## src/rtl/uart_cmd_rx.sv

```systemverilog
// uart_cmd_rx: debug-UART write-command parser.
// Decodes "W<r>:<hex><EOL>" into a one-cycle register-write strobe.
module uart_cmd_rx #(
  parameter int DP_WIDTH = 16,
  parameter int NUM_NIB  = DP_WIDTH / 4
) (
  input  logic                clk,
  input  logic                rst,
  input  logic [7:0]          i_rx_data,
  input  logic                i_rx_valid,
  output logic [1:0]          o_wr_reg,
  output logic [DP_WIDTH-1:0] o_wr_data,
  output logic                o_wr_stb,
  output logic                o_err,
  output logic                o_busy
);

  localparam int CW = $clog2(NUM_NIB + 1);

  typedef enum logic [1:0] {
    ST_IDLE,
    ST_REG,
    ST_COLON,
    ST_HEX
  } state_e;

  state_e              state_q;
  logic [DP_WIDTH-1:0] acc_q;
  logic [CW-1:0]       cnt_q;
  logic [1:0]          idx_q;
  logic [1:0]          wr_reg_q;
  logic [DP_WIDTH-1:0] wr_data_q;
  logic                stb_q;
  logic                err_q;

  logic       is_w;
  logic       is_idx;
  logic       is_colon;
  logic       is_eol;
  logic       is_hex;
  logic [3:0] nib;

  // Classify the incoming byte and convert hex digits to a nibble.
  always_comb begin
    is_w     = (i_rx_data == 8'h57) || (i_rx_data == 8'h77);
    is_idx   = (i_rx_data >= 8'h30) && (i_rx_data <= 8'h33);
    is_colon = (i_rx_data == 8'h3A);
    is_eol   = (i_rx_data == 8'h0D) || (i_rx_data == 8'h0A);
    is_hex   = 1'b0;
    nib      = 4'h0;
    if ((i_rx_data >= 8'h30) && (i_rx_data <= 8'h39)) begin
      is_hex = 1'b1;
      nib    = i_rx_data[3:0];
    end else if (((i_rx_data >= 8'h41) && (i_rx_data <= 8'h46)) ||
                 ((i_rx_data >= 8'h61) && (i_rx_data <= 8'h66))) begin
      is_hex = 1'b1;
      nib    = i_rx_data[3:0] + 4'd9;
    end
  end

  // Parser FSM; strobe and error are one-cycle registered pulses.
  always_ff @(posedge clk) begin
    if (rst) begin
      state_q   <= ST_IDLE;
      acc_q     <= '0;
      cnt_q     <= '0;
      idx_q     <= 2'd0;
      wr_reg_q  <= 2'd0;
      wr_data_q <= '0;
      stb_q     <= 1'b0;
      err_q     <= 1'b0;
    end else begin
      stb_q <= 1'b0;
      err_q <= 1'b0;
      if (i_rx_valid) begin
        if ((state_q != ST_IDLE) && is_w) begin
          err_q   <= 1'b1;
          state_q <= ST_REG;
          acc_q   <= '0;
          cnt_q   <= '0;
        end else begin
          unique case (state_q)
            ST_IDLE: begin
              if (is_w) begin
                state_q <= ST_REG;
                acc_q   <= '0;
                cnt_q   <= '0;
              end
            end
            ST_REG: begin
              if (is_idx) begin
                idx_q   <= i_rx_data[1:0];
                state_q <= ST_COLON;
              end else begin
                err_q   <= 1'b1;
                state_q <= ST_IDLE;
              end
            end
            ST_COLON: begin
              if (is_colon) begin
                state_q <= ST_HEX;
              end else begin
                err_q   <= 1'b1;
                state_q <= ST_IDLE;
              end
            end
            ST_HEX: begin
              if (is_hex && (cnt_q != CW'(NUM_NIB))) begin
                acc_q <= {acc_q[DP_WIDTH-5:0], nib};
                cnt_q <= cnt_q + 1'b1;
              end else if (is_eol && (cnt_q != '0)) begin
                stb_q     <= 1'b1;
                wr_reg_q  <= idx_q;
                wr_data_q <= acc_q;
                state_q   <= ST_IDLE;
              end else begin
                err_q   <= 1'b1;
                state_q <= ST_IDLE;
              end
            end
            default: state_q <= ST_IDLE;
          endcase
        end
      end
    end
  end

  assign o_wr_reg  = wr_reg_q;
  assign o_wr_data = wr_data_q;
  assign o_wr_stb  = stb_q;
  assign o_err     = err_q;
  assign o_busy    = (state_q != ST_IDLE);

endmodule
```

## config.mk

```make
export PLATFORM = sky130hd
export DESIGN_NAME = uart_cmd_rx
export DESIGN_NICKNAME = d
export VERILOG_FILES = /design/src/rtl/uart_cmd_rx.sv
export SDC_FILE = /design/constraint.sdc
export NUM_CORES = 1
export LEC_CHECK = 0
export ABC_AREA = 1
export BUFFER_PORTS_ARGS = -buffer_cell sky130_fd_sc_hd__buf_2
export CORE_AREA = 2 2 64 66
export DETAILED_ROUTE_END_ITERATION = 12
export DIE_AREA = 0 0 66 68
export PLACE_DENSITY = 0.82
export SETUP_SLACK_MARGIN = 0.02
export SLEW_MARGIN = 5
export SYNTH_ARGS = -nofsm -noshare
export SYNTH_HDL_FRONTEND = slang
export SYNTH_SLANG_ARGS = --single-unit
```

## constraint.sdc

```tcl
create_clock -name clk -period 2.72 [get_ports clk]
set_input_delay 0.136 -clock clk [delete_from_list [all_inputs] [get_ports clk]]
set_output_delay 0.136 -clock clk [all_outputs]
set_load 0.01 [all_outputs]
```

After elaboration in Yosys (flattened, before gate mapping)
Index checks and enable logic that the tools add are counted.
- $add $sub $neg: 2
- $mul: 0
- divide/modulo/power cells: 0
- $lt $le $gt $ge: 7
- eq/ne operators: 12
- shift-type cells: 0
- mux-type cells: 25
- bitwise gates (word level): 4
- reductions and logical operators: 20
- operators by type and width (cell ; count):
    $mux 16 ; 3
    $pmux 16 s2 ; 1
    $eq 8x4->1 const B ; 2
    $eq 8x7->1 const B ; 2
    $ge 8x7->1 const B ; 2
    $le 8x6->1 const B ; 2
    $le 8x7->1 const B ; 2
    $ne 3x3->1 const B ; 4
    $mux 2 ; 5
    $mux 3 ; 3
    $eq 8x6->1 const B ; 1
    $ge 8x6->1 const B ; 1
    $mux 1 ; 8
    $mux 4 ; 2
    $pmux 2 s4 ; 1
    $reduce_and 4->1 ; 2
    $logic_and 1x1->1 ; 7
    $pmux 3 s2 ; 1
    $reduce_bool 3->1 ; 2
    $reduce_and 5->1 ; 1
    $reduce_or 5->1 ; 1
    $add 4x4->4 const B ; 1
    $eq 2x2->1 const B ; 2
    $not 1->1 ; 4
    other kinds (8) ; 10
- register bits after elaboration: 43
- bits in latches: 0
- bits in writable memories: 0
- bits in read-only memories: 0
- input port bits: 11
- output and inout bits: 21
- memories: 0

Logic depth before layout (Yosys ltp)
Gate-level depths: netlist (run 1).
- word-level depth: 9
- depth in mapped cells: 13
- mapped depth without buffers: 12

Least setup slack after synthesis (run 1)
Ideal clock, no wire load.
- path type: reg2reg
- start: reg cnt_q[0]
- end: reg wr_data_q[10] (netlist: o_wr_data[10])
- library setup time: 70 ps
- arrival: 1392 ps
- data required time: 2650 ps
- setup slack: 1258 ps
- cell stages (with the launch flop): 9
- path buffers: 1
- period minus slack after synthesis: 1462 ps
- path through: dfxtp_1 -> inv_1 -> ha_1 -> nand2_1 -> nand4_4 -> nor3_4 -> buf_4 -> o21ai_0 -> a21oi_1
- cells in the longest elaborated chain, start to end: 4
- elaborated cells between the ends (all ways): 6
- ends and longest elaborated chain (element ; RTL line ; text):
    start: declaration ; 29 ; logic [CW-1:0] cnt_q;
    start signal: assignment ; 110 ; cnt_q <= cnt_q + 1'b1;
    $ne 3x3->1 ; 108 ; if (is_hex && (cnt_q != CW'(NUM_NIB))) begin
    $logic_and 1x1->1 ; 108 ;
    $not 1->1 (no source line) ; n/a ;
    $reduce_and 5->1 (no source line) (*) ; n/a ;
    end signal: assignment ; 114 ; wr_data_q <= acc_q;
    end: declaration ; 32 ; logic [DP_WIDTH-1:0] wr_data_q;
Every way passes the cells marked *; elsewhere a longest branch is shown, timed or not.
A chain may end at the register's enable or synchronous reset.

Final worst setup path (run 1)
- start: reg cnt_q[0]
- end: reg wr_data_q[7] (netlist: o_wr_data[7])
Same word-level chain as after synthesis.

==> out/summary.txt, run 1 <==
min cycle time layout: 1.810 ns
Die Y: 68 um
Starting Density: 57.07%
Final Cycle Share: 66.56%
clk_skew: 0.007063 ns
Layout area overhead: 10.40%
Die ar.: 4488 um^2
WP data required: 2.93 ns
initial antenna violation count: 0
worst-path maximum fanout: 18
share of cells above drive strength 1: 19.23%
Fin. Hold Viols: 0
ANT nets after route: 0
RSZ-0062 raised after global routing: no
Post-Syn Nets: 328
Mean Syn Cell Area: 7.100 um^2
Post-CTS Hold Buffers: 0
post-DR vias/cell: 5.031
setup repair bufs after CTS: 0
CTS Buffer Depth: 2
first-pass GRT wire length: 7590 um
flops & latches, synth: 43
vias in the first global route: 1712
post-synthesis mux area share: 0%
sum of negative setup slack: 0 ns
Rel. slew slack: 49.16%
Synth Area in Compound Gates: 10.86%
Core Footprint: 3856 um^2
CTS Root Cell: clkbuf_8
main flop type after synthesis: dfxtp_1
Distinct cells, synth: 33
share of synthesized cell area in full adder, half adder and majority cells: 3.980%
CTS buffer count: 5
Hold WC Path Type: input pin to flop
post-DR wirelength/cell: 11.67 um
P_leak: 0.001171 uW
critical path class: flop to flop
final setup fails: 0
Die Wd: 66 um
sequential share of the synthesized area: 39.11%
main combinational cell family by area after synthesis: simple AND/OR/NAND/NOR gates
CTS Sinks: 43
RD Place Congestion: 0.8586
gr usage total: 21.95%
detailed-placement wirelength estimate: 3219 um
Post-Syn Area: 2201 um^2
num ports: 32
Final WS setup: 0.9095 ns
CTS tree: done
antenna cells: 0
CTS H-Tree Depth: 2
Row Count: 23
ys async rst share: 0%
Post-Syn Instances: 310
CP endpoint kind: flop
VDD IR max: 0.2905 mV
Nets: 355
FMAX: 552.3 MHz
PD cells: 533.7 nW/um^2
I/O Buffers: 31
Worst-Margin Slew: 0.7617 ns
1st-iter DRT viols: 126
pre-CTS WS: 0.8378 ns
xor/xnor share of the synthesized area: 0.7959%
CP Launch Type: flop
yosys warns: 0
drt first pass iters: 4
Post-Route WL: 4528 um
Slew Limit Fails: 0
largest net degree at the start of global routing: 30
worst skew pair latency: 0.29 ns
Post-Synth Simple-Gate Area: 35.59%
outcome: complete, no violations
crit path DAT: 2.02 ns
post_cts resized: 0
routed vias: 1952
clock slew at reported path FFs: 0.08 ns
Post-synth EDFFs: 0
R2R Setup Slk: 0.91 ns
GRT overflow: 0
drc violations: 0
MaxCap Viol Count: 0
-- area by class of cell --
type                            instances  area, um^2
Clock buffer                            6       72.57
Fill cell                             370        1426
Inverter                               37       138.9
Sequential cell                        43       860.8
Tap cell                               50       62.56
Clock inverter                          2       12.51
Timing Repair Buffer                   31       155.1
Multi-Input combinational cell        219        1127
-- report_power, final --
group          total, uW  internal, uW  leakage (uW)  switching [uW]
clock                385           179     0.0000412             205
sequential           680           663      0.000347            16.7
combinational        233          75.7      0.000783             157
-- logic make-up (layout without fill, tap and decap cells) --
kind of cell | Yosys count | count (layout)
AND/OR/NAND/NOR | 166 | 166
XOR/XNOR | 2 | 2
flip-flops | 43 | 43
AO/OA/AOI/OAI | 44 | 44
adder cells (fa/ha/maj) | 7 | 7
buffers and inverters | 48 | 76
-- cells in the final DEF (no fill, tap or decap), types with 2 or more instances in the layout --
cell type / Yosys / routed
a21oi_1: 18 / 18
buf_2: 2 / 31
clkbuf_8: 0 / 5
dfxtp_1: 43 / 43
ha_1: 7 / 7
inv_1: 34 / 34
inv_2: 2 / 2
nand2_1: 65 / 65
nand2_2: 12 / 12
nand2_4: 2 / 2
nand3_1: 20 / 20
nand3_2: 2 / 2
nand4_1: 2 / 2
nor2_1: 54 / 54
nor2_4: 2 / 2
o21ai_0: 22 / 22
-- routing by layer --
layer	part of all wire (%)	global-route usage, %
met4	1.3	7.653
met3	4.6	5.099
met1	48	28.51
met2	46	36.11
met5	0	0
-- critical path, stage by stage, from the launching register on --
cell     delay (ns)
dfxtp_1        0.37
inv_1          0.07
ha_1           0.20
nand2_1        0.11
nand4_4        0.15
nor3_4         0.49
o21ai_0        0.16
a21oi_1        0.18
-- final timing paths --
kind,from,to,cells past startpoint
min,i_rx_valid,o_err$_SDFF_PP0_,3
max reg2reg,cnt_q[0]$_SDFFE_PP0P_,o_wr_data[7]$_SDFFE_PP0P_,7
min reg2reg,acc_q[13]$_SDFFE_PP0P_,o_wr_data[13]$_SDFFE_PP0P_,2
max,cnt_q[0]$_SDFFE_PP0P_,o_wr_data[7]$_SDFFE_PP0P_,7
-- cell usage after synthesis (2+ instances only) --
library cell,n,area share (%)
buf_2,2,0.45
nand2_1,65,11
nand3_1,20,4.5
inv_2,2,0.34
nand2_2,12,3.4
buf_6,2,1.0
ha_1,7,4.0
inv_1,34,5.8
clkbuf_1,2,0.34
nor2_1,54,9.2
nand2_4,2,1.0
nand3_2,2,0.91
dfxtp_1,43,39
a21oi_1,18,4.1
nand4_1,2,0.57
buf_4,4,1.4
o21ai_0,22,5.0
nor2_4,2,1.0
-- per-stage QoR --
step	hold slack, ns	utilization [%]	cells	cell area (um^2)	total power [uW]
floorplan	0.2051	-	310	2201	883.8
detailed placement	0.4120	60.80	380	2345	924.5
global route	0.1239	63.01	388	2430	1374
CTS	0.1087	63.01	388	2430	1304
global placement	0.4104	60.80	380	2345	917.0
finish	0.1120	63.01	388	2430	1297
(Power assumes the default switching activity.)
==> inputs of run 2 (changes only) <==
--- a/config.mk
+++ b/config.mk
@@ -7,10 +7,10 @@
 export LEC_CHECK = 0
 export ABC_AREA = 1
 export BUFFER_PORTS_ARGS = -buffer_cell sky130_fd_sc_hd__buf_2
-export CORE_AREA = 2 2 64 66
+export CORE_AREA = 2 2 69 71
 export DETAILED_ROUTE_END_ITERATION = 12
-export DIE_AREA = 0 0 66 68
-export PLACE_DENSITY = 0.82
+export DIE_AREA = 0 0 71 73
+export PLACE_DENSITY = 0.75
 export SETUP_SLACK_MARGIN = 0.02
 export SLEW_MARGIN = 5
 export SYNTH_ARGS = -nofsm -noshare
==> constraint.sdc (replaced) <==
create_clock -name clk -period 1.55 [get_ports clk]
set_input_delay 0.0775 -clock clk [delete_from_list [all_inputs] [get_ports clk]]
set_output_delay 0.0775 -clock clk [all_outputs]
set_load 0.01 [all_outputs]
==> out/summary.txt, run 2 (synthesis results as in run 1) <==
num ports: 32 (unchanged)
worst skew pair latency: 0.30 ns (about the same)
min cycle time layout: 1.456 ns (-0.3544 ns)
first-pass GRT wire length: 8314 um (+9.5%)
RSZ-0062 raised after global routing: yes
outcome: complete, no violations
MaxCap Viol Count: 0 (unchanged)
PD cells: 886.3 nW/um^2 (+66%)
post-placement cell count: 404 (+6.3%)
largest net degree at the start of global routing: 26 (-13%)
routed vias: 2051 (+5.1%)
Worst-Margin Slew: 0.3279 ns (-0.4338 ns)
CTS Root Cell: clkbuf_8
Hold WC Path Type: input pin to flop
clock slew at reported path FFs: 0.08 ns (about the same)
Finished Core Util: 59.34% (-3.7 points)
critical path class: flop to flop
gr usage total: 20.20% (-1.8 points)
Layout area overhead: 22.29%
CTS buffer count: 5 (unchanged)
Post-CTS Hold Buffers: 0 (unchanged)
Row Count: 25 (+8.7%)
GRT overflow: 0 (unchanged)
P_leak: 0.001304 uW (+11%)
VDD IR max: 0.3802 mV (+31%)
post-route cell area: 2691 um^2 (+11%)
FMAX: 686.8 MHz (+24%)
met3 global-route usage: 4.558% (-0.54 points)
most common cell after layout, fill and taps aside: nand2_1
I/O Buffers: 31 (unchanged)
Post-Route WL: 4840 um (+6.9%)
Final Cycle Share: 93.94% (+27 points)
post-DR vias/cell: 4.942 (-1.8%)
CTS H-Tree Depth: 2 (unchanged)
CTS tree: done
Die Wd: 71 um (+7.6%)
most frequent cells in the layout: 64 x nand2_1, 53 x nor2_1, 40 x dfxtp_1
vias in the first global route: 1847 (+7.9%)
RD Place Congestion: 0.8690 (+1.2%)
Slew Limit Fails: 0 (unchanged)
Core Footprint: 4536 um^2 (+18%)
Die Y: 73 um (+7.4%)
Nets: 378 (+6.5%)
grt met1 use: 26.37% (-2.1 points)
WP data required: 1.78 ns (-1.15 ns)
CP endpoint kind: flop
1st-iter DRT viols: 82 (-35%)
R2R Setup Slk: 0.09 ns (-0.82 ns)
drt first pass iters: 4 (unchanged)
DP Area: 2525 um^2 (+7.7%)
worst-path maximum fanout: 9 (-9)
fin cells: 415 (+7.0%)
CTS Buffer Depth: 2 (unchanged)
antenna cells: 0 (unchanged)
ANT nets after route: 0 (unchanged)
detailed-placement wirelength estimate: 3360 um (+4.4%)
Starting Density: 48.52% (-8.5 points)
crit path DAT: 1.69 ns (-0.33 ns)
grt peak-use layer: met2
post-DR wirelength/cell: 11.66 um (about the same)
Fin. Hold Viols: 0 (unchanged)
initial antenna violation count: 0 (unchanged)
drc violations: 0 (unchanged)
CP Launch Type: flop
Rel. slew slack: 78.11% (+29 points)
met2 Resource Use GR: 33.75% (-2.4 points)
Die ar.: 5183 um^2 (+15%)
share of cells above drive strength 1: 26.59% (+7.4 points)
final setup fails: 0 (unchanged)
clk_skew: 0.008535 ns (+0.001472 ns)
CTS Sinks: 43 (unchanged)
==> run 2: path summary, 6_finish.rpt <==
kind / startpoint / end / cells after the start
hold / removal: i_rx_valid / o_err$_SDFF_PP0_ / 3
setup reg to reg: state_q[1]$_SDFFE_PP0P_ / o_wr_data[9]$_SDFFE_PP0P_ / 7
setup / recovery: state_q[1]$_SDFFE_PP0P_ / o_wr_data[9]$_SDFFE_PP0P_ / 7
hold reg to reg: acc_q[13]$_SDFFE_PP0P_ / o_wr_data[13]$_SDFFE_PP0P_ / 2
==> run 2: area by class of cell <==
cell class | instances | area, um^2
Inverter | 37 | 138.9
Fill cell | 401 | 1844
Clock inverter | 2 | 12.51
Sequential cell | 43 | 864.6
Clock buffer | 6 | 72.57
Tap cell | 54 | 67.56
Timing Repair Buffer | 54 | 376.6
Multi-Input combinational cell | 219 | 1159
==> run 2: metal layers <==
metal	wire, um	vias up
met3	149	8
met4	78	0
met1	2368	939
met2	2243	25
met5	0	-
li1	-	1079
==> run 2: per-stage QoR <==
| stage | power [uW] | TNS (ns) | hold WS (ns) | setup WS [ns] |
|---|---|---|---|---|
| 2_1_floorplan | 1551 | 0 | 0.1466 | 0.08793 |
| 3_3_place_gp | 1647 | 0 | 0.3610 | 0.03830 |
| 3_5_place_dp | 1659 | -0.008819 | 0.3724 | -0.004671 |
| 4_1_cts | 2364 | 0 | 0.05779 | 0.03210 |
| 5_1_grt | 2518 | 0 | 0.06529 | 0.004277 |
| 6_report | 2385 | 0 | 0.07118 | 0.09391 |
==> run 2: what timing repair did <==
action,in CTS,in global routing
gates resized for setup,6,7
endpoints found under the setup margin,1,33
cloned,1,0
pin swaps,3,4
buffers inserted,2,0
==> run 2: critical path, cell delays in order (launching register included) <==
cell     delay (ns)
dfxtp_1        0.42
nand2_1        0.11
buf_4          0.17
nor3_4         0.23
buf_6          0.15
buf_16         0.11
o21ai_0        0.08
a21oi_1        0.13
==> run 2: where the power goes <==
group | internal, uW | total [uW] | leakage [uW] | switching (uW)
sequential | 1170 | 1200 | 0.000349 | 30.1
clock | 315 | 713 | 0.0000412 | 397
combinational | 178 | 478 | 0.000914 | 300
total | 1660 | 2390 | 0.00130 | 727
==> inputs of run 3 (changes only) <==
--- a/config.mk
+++ b/config.mk
@@ -7,10 +7,10 @@
 export LEC_CHECK = 0
 export ABC_AREA = 1
 export BUFFER_PORTS_ARGS = -buffer_cell sky130_fd_sc_hd__buf_2
-export CORE_AREA = 2 2 69 71
+export CORE_AREA = 2 2 64 66
 export DETAILED_ROUTE_END_ITERATION = 12
-export DIE_AREA = 0 0 71 73
-export PLACE_DENSITY = 0.75
+export DIE_AREA = 0 0 66 68
+export PLACE_DENSITY = 0.82
 export SETUP_SLACK_MARGIN = 0.02
 export SLEW_MARGIN = 5
 export SYNTH_ARGS = -nofsm -noshare
==> constraint.sdc (replaced) <==
create_clock -name clk -period 1.9 [get_ports clk]
set_input_delay 0.095 -clock clk [delete_from_list [all_inputs] [get_ports clk]]
set_output_delay 0.095 -clock clk [all_outputs]
set_load 0.01 [all_outputs]
==> out/summary.txt, run 3 (synthesis results as in run 1) <==
most common cell after layout, fill and taps aside: nand2_1
FMAX: 599.6 MHz (-13%)
gr usage total: 22.14% (+1.9 points)
critical path class: flop to flop
Die Wd: 66 um (-7.0%)
I/O Buffers: 31 (unchanged)
ANT nets after route: 0 (unchanged)
CTS Sinks: 43 (unchanged)
CTS H-Tree Depth: 2 (unchanged)
filler cell count in the final layout: 358 (-11%)
RD Place Congestion: 0.8702 (+0.14%)
CTS tree: done
drc violations: 0 (unchanged)
Worst-Margin Slew: 0.3352 ns (+0.007246 ns)
final setup fails: 0 (unchanged)
Row Count: 23 (-8.0%)
largest net degree at the start of global routing: 27 (+3.8%)
worst skew pair latency: 0.30 ns (about the same)
detailed-placement wirelength estimate: 3257 um (-3.0%)
CTS Root Cell: clkbuf_8
Die Y: 68 um (-6.8%)
MaxCap Viol Count: 0 (unchanged)
share of cells above drive strength 1: 20.93% (-5.7 points)
Slew Limit Fails: 0 (unchanged)
Fin. Hold Viols: 0 (unchanged)
GRT overflow: 0 (unchanged)
VDD IR max: 0.4753 mV (+25%)
CP Launch Type: flop
post-DR vias/cell: 4.980 (+0.76%)
first-pass GRT wire length: 7603 um (-8.6%)
post-placement cell count: 386 (-4.5%)
sum of negative setup slack: 0 ns (unchanged)
Post-CTS Hold Buffers: 0 (unchanged)
CTS buffer count: 5 (unchanged)
crit path DAT: 1.89 ns (+0.20 ns)
worst-path maximum fanout: 14 (+5)
setup repair bufs after CTS: 0 (-2)
Core Footprint: 3856 um^2 (-15%)
routed vias: 1962 (-4.3%)
Post-Route WL: 4510 um (-6.8%)
Hold WC Path Type: input pin to flop
Starting Density: 57.07% (+8.5 points)
PD cells: 806.0 nW/um^2 (-9.1%)
min cycle time layout: 1.668 ns (+0.2117 ns)
clk_skew: 0.005401 ns (-0.003134 ns)
Layout area overhead: 14.27%
Nets: 361 (-4.5%)
num ports: 32 (unchanged)
drt first pass iters: 5 (+1)
vias in the first global route: 1774 (-4.0%)
1st-iter DRT viols: 134 (+63%)
Die ar.: 4488 um^2 (-13%)
most frequent cells in the layout: 65 x nand2_1, 54 x nor2_1, 43 x dfxtp_1
clock slew at reported path FFs: 0.08 ns (about the same)
fin cells: 394 (-5.1%)
Final Cycle Share: 87.78% (-6.2 points)
P_leak: 0.001221 uW (-6.3%)
post-DR wirelength/cell: 11.45 um (-1.9%)
WP data required: 2.12 ns (+0.34 ns)
outcome: complete, no violations
CP endpoint kind: flop
Multi-input gate area: 1127 um^2 (-2.7%)
antenna cells: 0 (unchanged)
Rel. slew slack: 77.57% (-0.54 points)
FF+latch area: 860.8 um^2 (-0.43%)
CTS Buffer Depth: 2 (unchanged)
RSZ-0062 raised after global routing: no
post_cts resized: 0 (-6)
initial antenna violation count: 0 (unchanged)
[run 3: cell types whose count changed in the layout (fill, tap and decap cells not counted), sizes merged]
cell / change
bufinv: +1
clkbuf: -1
buf: -17
clkinv: +1
clkinvlp: -1
[run 3: final cells by class]
cell class                 count  share of cell area (%)
clock buffer                   5                   2.736
clock inverter                 3                   1.741
inverter                      37                   5.522
multi-input combinational    219                   44.83
sequential                    43                   34.23
tap                           50                   2.488
timing repair buffer          37                   8.458
[run 3: metrics by stage]
stage          total power [uW]  utilization, %  hold WS [ns]  setup WS [ns]  instance area [um^2]
2_1_floorplan              1265               -        0.1641         0.4379                  2201
3_3_place_gp               1325           62.30        0.3745         0.2424                  2402
3_5_place_dp               1337           62.30        0.3728         0.1561                  2402
4_1_cts                    2043           65.22       0.05337         0.2189                  2515
5_1_grt                    2132           65.22       0.05537         0.1172                  2515
6_report                   2027           65.22       0.06344         0.2323                  2515
[run 3: final timing paths]
check	startpoint	end	slack [ns]	cells after the start
min	i_rx_valid	o_err$_SDFF_PP0_	0.06	3
max	cnt_q[0]$_SDFFE_PP0P_	o_wr_data[12]$_SDFFE_PP0P_	0.23	8
min reg2reg	acc_q[15]$_SDFFE_PP0P_	o_wr_data[15]$_SDFFE_PP0P_	0.47	2
max reg2reg	cnt_q[0]$_SDFFE_PP0P_	o_wr_data[12]$_SDFFE_PP0P_	0.23	8
[run 3: metal layers]
layer / GRT usage, % / routed length [um]
met5: 0 / 0
met4: 7.908 / 84
met3: 4.934 / 224
met2: 37.25 / 2057
met1: 28.12 / 2144
[run 3: where the power goes]
part           switching, uW  internal (uW)  total [uW]
logic                    228            118         346
clock network            316            391         707
registers               24.4            949         974
total                    569           1460        2030
[run 3: worst max-delay path, cell delays in order (launching register included)]
cell and delay [ns]:
dfxtp_1 0.37, inv_1 0.08, ha_1 0.21, nand2_1 0.13
nand4_4 0.16, nor3_4 0.15, buf_4 0.22, o21ai_0 0.11
a21oi_1 0.17
